### config.mk
export PLATFORM = sky130hd
export DESIGN_NAME = golomb_rice_decode
export DESIGN_NICKNAME = d
export VERILOG_FILES = /design/src/rtl/golomb_rice_decode.sv
export SDC_FILE = /design/constraint.sdc
export NUM_CORES = 1
export LEC_CHECK = 0
export BUFFER_PORTS_ARGS = -buffer_cell sky130_fd_sc_hd__buf_2
export CAP_MARGIN = 20
export CELL_PAD_IN_SITES_DETAIL_PLACEMENT = 1
export CELL_PAD_IN_SITES_GLOBAL_PLACEMENT = 1
export CORE_UTILIZATION = 41
export CTS_CLUSTER_DIAMETER = 40
export DETAILED_ROUTE_END_ITERATION = 12
export PLACE_DENSITY_LB_ADDON = 0.1
export SYNTH_ARGS = -nofsm -noshare
export SYNTH_HDL_FRONTEND = slang
export SYNTH_SLANG_ARGS = --single-unit
### constraint.sdc
create_clock -name clk -period 3 [get_ports clk]
set_clock_uncertainty 0.2 [all_clocks]
set_input_delay 0.3 -clock clk [delete_from_list [all_inputs] [get_ports clk]]
set_output_delay 0.3 -clock clk [all_outputs]
set_load 0.05 [all_outputs]
### src/rtl/golomb_rice_decode.sv
// Bit-serial Golomb-Rice decoder: consumes MSB-first 32-bit stream words and
// recovers (q << k) | rem plus the codeword length for each requested symbol.
module golomb_rice_decode #(
  parameter int MAX_Q = 31
) (
  input  logic        clk,
  input  logic        reset_n,
  input  logic        flush,
  input  logic        k_valid,
  input  logic [2:0]  k,
  output logic        k_ready,
  input  logic        in_valid,
  input  logic [31:0] in_data,
  output logic        in_ready,
  output logic        out_valid,
  input  logic        out_ready,
  output logic [31:0] out_val,
  output logic [31:0] out_len,
  output logic        err
);

  localparam int QW = $clog2(MAX_Q + 1);
  localparam int VW = QW + 7;

  typedef enum logic [2:0] {IDLE, PREFIX, SUFFIX, OUT, ERR} state_t;

  state_t          state_reg;
  logic [31:0]     buf_reg;
  logic [5:0]      bitcnt_reg;
  logic [2:0]      k_reg;
  logic [2:0]      cnt_reg;
  logic [QW-1:0]   q_reg;
  logic [6:0]      rem_reg;
  logic [31:0]     out_val_reg;
  logic [31:0]     out_len_reg;
  logic            out_valid_reg;
  logic            err_reg;

  logic            bit_avail;
  logic            cur_bit;
  logic            consume;
  logic [6:0]      rem_next;
  logic [VW-1:0]   q_shift;
  logic [31:0]     len_calc;

  assign bit_avail = (bitcnt_reg != 6'd0);
  assign cur_bit   = buf_reg[31];
  assign consume   = bit_avail && (state_reg == PREFIX || state_reg == SUFFIX);
  assign rem_next  = 7'({rem_reg, cur_bit});
  assign q_shift   = VW'(q_reg) << k_reg;
  assign len_calc  = 32'(q_reg) + 32'(k_reg) + 32'd1;

  assign in_ready  = (bitcnt_reg == 6'd0) && !flush;
  assign k_ready   = (state_reg == IDLE) && !flush;
  assign out_valid = out_valid_reg;
  assign out_val   = out_val_reg;
  assign out_len   = out_len_reg;
  assign err       = err_reg;

  always_ff @(posedge clk or negedge reset_n) begin
    if (!reset_n) begin
      state_reg     <= IDLE;
      buf_reg       <= '0;
      bitcnt_reg    <= '0;
      k_reg         <= '0;
      cnt_reg       <= '0;
      q_reg         <= '0;
      rem_reg       <= '0;
      out_val_reg   <= '0;
      out_len_reg   <= '0;
      out_valid_reg <= 1'b0;
      err_reg       <= 1'b0;
    end else if (flush) begin
      // out_val/out_len deliberately survive a flush
      state_reg     <= IDLE;
      bitcnt_reg    <= '0;
      q_reg         <= '0;
      rem_reg       <= '0;
      out_valid_reg <= 1'b0;
      err_reg       <= 1'b0;
    end else begin
      // Loading only happens when empty and consuming only when non-empty
      if (in_valid && in_ready) begin
        buf_reg    <= in_data;
        bitcnt_reg <= 6'd32;
      end else if (consume) begin
        buf_reg    <= {buf_reg[30:0], 1'b0};
        bitcnt_reg <= bitcnt_reg - 6'd1;
      end

      case (state_reg)
        IDLE: begin
          if (k_valid) begin
            k_reg     <= k;
            q_reg     <= '0;
            rem_reg   <= '0;
            state_reg <= PREFIX;
          end
        end
        PREFIX: begin
          if (bit_avail) begin
            if (!cur_bit) begin
              if (q_reg == QW'(MAX_Q)) begin
                state_reg <= ERR;
                err_reg   <= 1'b1;
              end else begin
                q_reg <= q_reg + QW'(1);
              end
            end else if (k_reg == 3'd0) begin
              state_reg     <= OUT;
              out_val_reg   <= 32'(q_shift);
              out_len_reg   <= len_calc;
              out_valid_reg <= 1'b1;
            end else begin
              cnt_reg   <= k_reg;
              state_reg <= SUFFIX;
            end
          end
        end
        SUFFIX: begin
          if (bit_avail) begin
            rem_reg <= rem_next;
            cnt_reg <= cnt_reg - 3'd1;
            if (cnt_reg == 3'd1) begin
              state_reg     <= OUT;
              out_val_reg   <= 32'(q_shift | VW'(rem_next));
              out_len_reg   <= len_calc;
              out_valid_reg <= 1'b1;
            end
          end
        end
        OUT: begin
          if (out_ready) begin
            state_reg     <= IDLE;
            out_valid_reg <= 1'b0;
          end
        end
        ERR: begin
          state_reg <= ERR;
        end
        default: state_reg <= IDLE;
      endcase
    end
  end

endmodule
==> results of run 1 <==
-- logic make-up (layout without fill, tap and decap cells) --
logic type / count (synthesis) / after routing / synth area share (%)
AND/OR/NAND/NOR: 115 / 115 / 13.0
multiplexers: 62 / 62 / 14.5
adder cells (fa/ha/maj): 10 / 10 / 2.84
AO/OA/AOI/OAI: 108 / 108 / 15.0
flip-flops: 78 / 78 / 41.8
other: 1 / 46 / 0.0804
buffers and inverters: 92 / 105 / 11.7
XOR/XNOR: 5 / 5 / 0.939
-- repair_timing --
action	CTS	global route
resized for setup	0	0
setup endpoints to repair	0	0
endpoints found under the hold margin	73	0
hold buffers	2	0
-- synthesized netlist by cell type, types with 3 or more instances --
cell and n:
a211o_1 4, a211oi_1 3, a21o_1 4, a21oi_1 12
a22o_1 4, a31oi_1 4, and2_1 7, and3_1 4
buf_1 3, buf_2 8, buf_4 48, clkbuf_1 14
clkbuf_2 3, dfrtp_1 78, ha_1 9, inv_1 15
mux2_2 17, mux2_4 7, mux2i_1 38, nand2_1 13
nand2b_1 4, nand3_1 35, nand4_1 3, nor2_1 18
nor2b_1 10, nor3_1 7, o21ai_0 49, o31ai_1 3
or3_1 5, xnor2_1 3
-- report_power, final --
| group | internal, mW | switching, mW | total [mW] |
|---|---|---|---|
| combinational | 0.703 | 1.29 | 1.99 |
| sequential | 1.33 | 0.226 | 1.55 |
| clock | 0.740 | 0.421 | 1.16 |
| total | 2.77 | 1.94 | 4.71 |
-- how the worst max path moves through the flow --
stage | start | end | slack [ps] | cells after the start
after floorplan | state_reg[2]$_DFFE_PN0P_ | k_reg[0]$_DFFE_PN0P_ | 110 | 5
after global placement | state_reg[1]$_DFFE_PN0P_ | out_val[3]$_DFFE_PN0P_ | 510 | 4
after detailed placement | bitcnt_reg[0]$_DFFE_PN0P_ | buf_reg[17]$_DFFE_PN0P_ | 430 | 7
after CTS | bitcnt_reg[0]$_DFFE_PN0P_ | buf_reg[17]$_DFFE_PN0P_ | 410 | 7
after global routing | bitcnt_reg[0]$_DFFE_PN0P_ | buf_reg[17]$_DFFE_PN0P_ | 260 | 7
final | state_reg[1]$_DFFE_PN0P_ | out_val[4]$_DFFE_PN0P_ | 430 | 4
-- cell type report --
| class | instances | area (sq um) |
|---|---|---|
| Multi-Input combinational cell | 346 | 2330 |
| Sequential cell | 78 | 1950 |
| Fill cell | 1280 | 5700 |
| Inverter | 15 | 56.3 |
| Clock inverter | 4 | 72.6 |
| Clock buffer | 10 | 239 |
| Timing Repair Buffer | 76 | 455 |
| Tap cell | 140 | 175 |
-- stage by stage --
step | power [mW] | utilization [%] | hold WS (ps)
5_1_grt | 5.04 | 48.1 | 14.5
3_3_place_gp | 3.50 | 44.9 | 283
2_1_floorplan | 3.11 | - | -196
3_5_place_dp | 3.57 | 44.9 | 291
6_report | 4.71 | 48.1 | 12.7
4_1_cts | 4.76 | 47.9 | 1.54
-- critical path, delay by kind of cell (launching register included) --
| family | cells | cell delay, ps |
|---|---|---|
| AOI/OAI and AO/OA | 1 | 640 |
| DFF | 1 | 600 |
| and+or+nand+nor | 2 | 580 |
| muxes | 1 | 410 |
-- routing by layer --
layer,GRT usage (%),vias up,wire length (um)
li1,-,1689,-
met1,26.3,1801,5000
met2,34.0,81,5440
met3,3.95,11,411
met4,6.95,0,140
met5,0,-,0
==> impl_metrics.ini, run 1 <==
[routing]
routed_wl_um = 11000
ant_nets = 0
wire_per_inst_um = 16.4
viasPerCell = 5.35
firstDrtPassIters = 4
first_iter_violations = 146
drcViolationCount = 0
vias = 3582

[logic_synthesis]
synth_edf_count = 0
ys_ff_latch = 78
yosysWarningCount = 0
synth_top_area_share_pct = 41.8
synth.distinct_cells = 57
synthesis.area_sq_um = 4660
yosysTopAreaCell = dfrtp_1
synth.avg_cell_area_sq_um = 9.90
syn-instance-count = 471
synthFlopType = dfrtp_1
synth_area_leaders = dfrtp_1, mux2i_1, buf_4
synth_async_sr_flop_share_pct = 100
seq_area_frac_synth_pct = 41.8

[worst_setup_path]
cp-start-kind = flip-flop
r2r_slack_ps = 430
slowest_delay_ps = 640
r2r_start = state_reg[1]$_DFFE_PN0P_
cp-end-kind = flip-flop
slowest_stage = a21oi_4
path_max_fanout = 19
crit_type = reg2reg
cp.arrival_ps = 2590
timing.critical_path.cells = nor2b_1, nand2_1, a21oi_4, mux2_2
reg2reg_to = out_val[4]$_DFFE_PN0P_
ff2ff_path_depth = 4
cp.required_ps = 3020

[clock_tree]
cts.sinks = 78
clk_latency_ps = 340
clk_pin_slew_ps = 60
h-tree-depth = 3
cts_tree = yes
post_cts_buffers = 0
cts_made_buffers = 9
cts.path.max_buffers = 2
root_buffer = clkbuf_16

[run]
cap_violations = 0

[final_layout]
syn_to_final_growth_pct = 13.3
largest_reg_flops = 32
antenna_cells = 0
final_cells = 669
final_common_cell = dfrtp_1
final_cell_mix = dfrtp_1, buf_2, o21ai_0
drive_gt1_share_pct = 22.7
final_cell_area_sq_um = 5290
final_nets = 577

[pwr]
vdd_drop_max_mv = 0.377
p_leak_nw = 2.73
p_per_area_nw_per_um2 = 890

[floorplanning]
die-area_sq_um = 11800
floorplan.die.width_um = 109
fp-row-count = 38
ios = 109
core_region_area_sq_um = 11000
start_util_pct = 42.5
die_height_um = 109

[worst_hold_path]
hold_path.class = in2reg
hp-start = k[1]
worstHoldEndpoint = k_reg[1]$_DFFE_PN0P_
min_path_cells = 2

[sta]
fmax_ghz = 0.389
final_max_slew_viol_count = 0
min_period_ps = 2570
finalHoldViolations = 0
finalSetupViolCount = 0
fin_tns_setup_ps = 0
tightest_slew_ps = 768
fin_ws_ps = 430
rsz0062_at_grt = no
post-route-period-util_pct = 85.7
slew_headroom_pct = 48.5

[place]
dpl-instance-area_sq_um = 4930
dp_hpwl_um = 7590
port_buffers = 62
post-place-cells = 652
place_congestion = 0.815
pre_cts_slack_ps = 434

[run_status]
status = finished clean

[global_route]
antenna_found_initial = 0
grt_pass1_vias = 3648
grt_use_total_pct = 20.3
grt_max_degree = 79
grt_pass1_wl_um = 18500
grt_overflow = 0
Power figures use the tool's default switching activity.
==> inputs of run 2 (changes only) <==
CORE_ASPECT_RATIO = 0.5   (was unset)
==> run 2 against run 1 <==
- via count shrank 2.8%
- non-clock buffer count grew 2
- count of clock-buffer cells in the layout grew 3
- die area grew 0.22%
- critical path depth grew 3
- sequential power is essentially flat
- maximum frequency grew 1.9%
- register-to-register slack gained 50 ps
- combinational power is essentially flat
- final area grew 0.47%
==> impl_metrics.ini, run 2 (synthesis results as in run 1) <==
[run_status]
status = finished clean

[floorplanning]
ios = 109
die_height_um = 77.4
die-area_sq_um = 11800
start_util_pct = 42.2
floorplan.die.width_um = 153
core_region_area_sq_um = 11000
fp-row-count = 27

[clock_tree]
cts.sinks = 78
cts_tree = yes
cts.path.max_buffers = 2
post_cts_buffers = 0
ctsResizeCount = 0
root_buffer = clkbuf_16
clk_latency_ps = 330
h-tree-depth = 3
clk_pin_slew_ps = 60
cts_made_buffers = 9

[sta]
finalHoldViolations = 0
post-route-period-util_pct = 84.1
fin_tns_setup_ps = 0
final_max_slew_viol_count = 0
rsz0062_at_grt = no
finalHoldWorstSlack_ps = 16.1
finalSetupViolCount = 0
min_period_ps = 2520
slew_headroom_pct = 43.8
tightest_slew_ps = 838
fmax_ghz = 0.396

[worst_hold_path]
hold_path.class = in2reg

[run]
cap_violations = 0

[place]
place_congestion = 0.814
post-place-cells = 660
port_buffers = 62
dp_hpwl_um = 7230

[final_layout]
final_nets = 579
antenna_cells = 0
largest_reg_flops = 32
final_common_cell = dfrtp_1
final_cell_mix = dfrtp_1, buf_2, o21ai_0
syn_to_final_growth_pct = 13.8
drive_gt1_share_pct = 23.1
final_cells = 678

[routing]
firstDrtPassIters = 4
wire_per_inst_um = 15.1
viasPerCell = 5.14
ant_nets = 0
drcViolationCount = 0
first_iter_violations = 180
vias = 3482
routed_wl_um = 10300

[global_route]
antenna_found_initial = 0
grt_pass1_wl_um = 17200
grt_max_degree = 79
grt_use_total_pct = 18.2
grt_overflow = 0
grt_pass1_vias = 3437

[pwr]
p_leak_nw = 2.74
p_per_area_nw_per_um2 = 889
vdd_drop_max_mv = 0.331

[worst_setup_path]
cp-start-kind = flip-flop
ff2ff_path_depth = 7
cp.arrival_ps = 2520
cp.required_ps = 2990
r2r_slack_ps = 480
cp-startpoint = bitcnt_reg[0]$_DFFE_PN0P_
reg2reg_to = buf_reg[30]$_DFFE_PN0P_
path_max_fanout = 31
r2r_start = bitcnt_reg[0]$_DFFE_PN0P_
cp-end-kind = flip-flop
endpoint = buf_reg[30]$_DFFE_PN0P_
crit_type = reg2reg
## run 2: cell types whose count changed in the layout (fill, tap and decap cells not counted)
cell / previous run / this run
clkinvlp_4: 1 / 0
clkbuf_8: 1 / 3
buf_16: 1 / 0
clkbuf_1: 0 / 1
buf_4: 11 / 14
## run 2: how the worst min path moves through the flow
stage,startpoint,end,depth (start not counted)
CTS,k[2],k_reg[2]$_DFFE_PN0P_,2
detailed placement,reset_n,out_val[2]$_DFFE_PN0P_,2
global route,k[2],k_reg[2]$_DFFE_PN0P_,2
floorplan,reset_n,bitcnt_reg[0]$_DFFE_PN0P_,0
global placement,reset_n,out_val[2]$_DFFE_PN0P_,2
finish,k[2],k_reg[2]$_DFFE_PN0P_,2
## run 2: layout make-up
class	instances	area [sq um]
Clock buffer	13	270
Clock inverter	3	65.1
Fill cell	1283	5740
Inverter	15	56.3
Multi-Input combinational cell	346	2330
Sequential cell	78	1950
Tap cell	145	181
Timing Repair Buffer	78	450
## run 2: what timing repair did
action / CTS / global route
hold endpoints to repair: 79 / 0
setup endpoints to repair: 0 / 0
hold buffers: 2 / 0
## run 2: metal layers
| metal | vias to the layer above | part of all wire [%] | track usage, % |
|---|---|---|---|
| met5 | - | 0 | 0 |
| met4 | 0 | 0.65 | 3.54 |
| met3 | 8 | 4.4 | 4.30 |
| met2 | 91 | 42 | 28.3 |
| met1 | 1684 | 53 | 25.9 |
| li1 | 1699 | - | - |
## run 2: power by group
group / internal (mW) / switching [mW]
Combinational: 0.701 / 1.27
Sequential: 1.33 / 0.213
Clock: 0.796 / 0.417
Total: 2.82 / 1.90
## run 2: per-stage QoR
stage / utilization (%) / worst slack [ps] / power [mW] / area [sq um]
finish: 48.1 / 477 / 4.72 / 5310
global route: 48.1 / 231 / 5.07 / 5310
CTS: 48.1 / 457 / 4.79 / 5310
detailed placement: 44.9 / 465 / 3.55 / 4950
global placement: 44.9 / 553 / 3.51 / 4950
floorplan: - / 108 / 3.11 / 4830
## run 2: worst max-delay path: stages, from the launching register on
cell	delay, ps
dfrtp_1	400
inv_1	70
ha_1	190
or4b_1	610
o211ai_1	320
and2_1	170
buf_4	290
o21ai_0	150
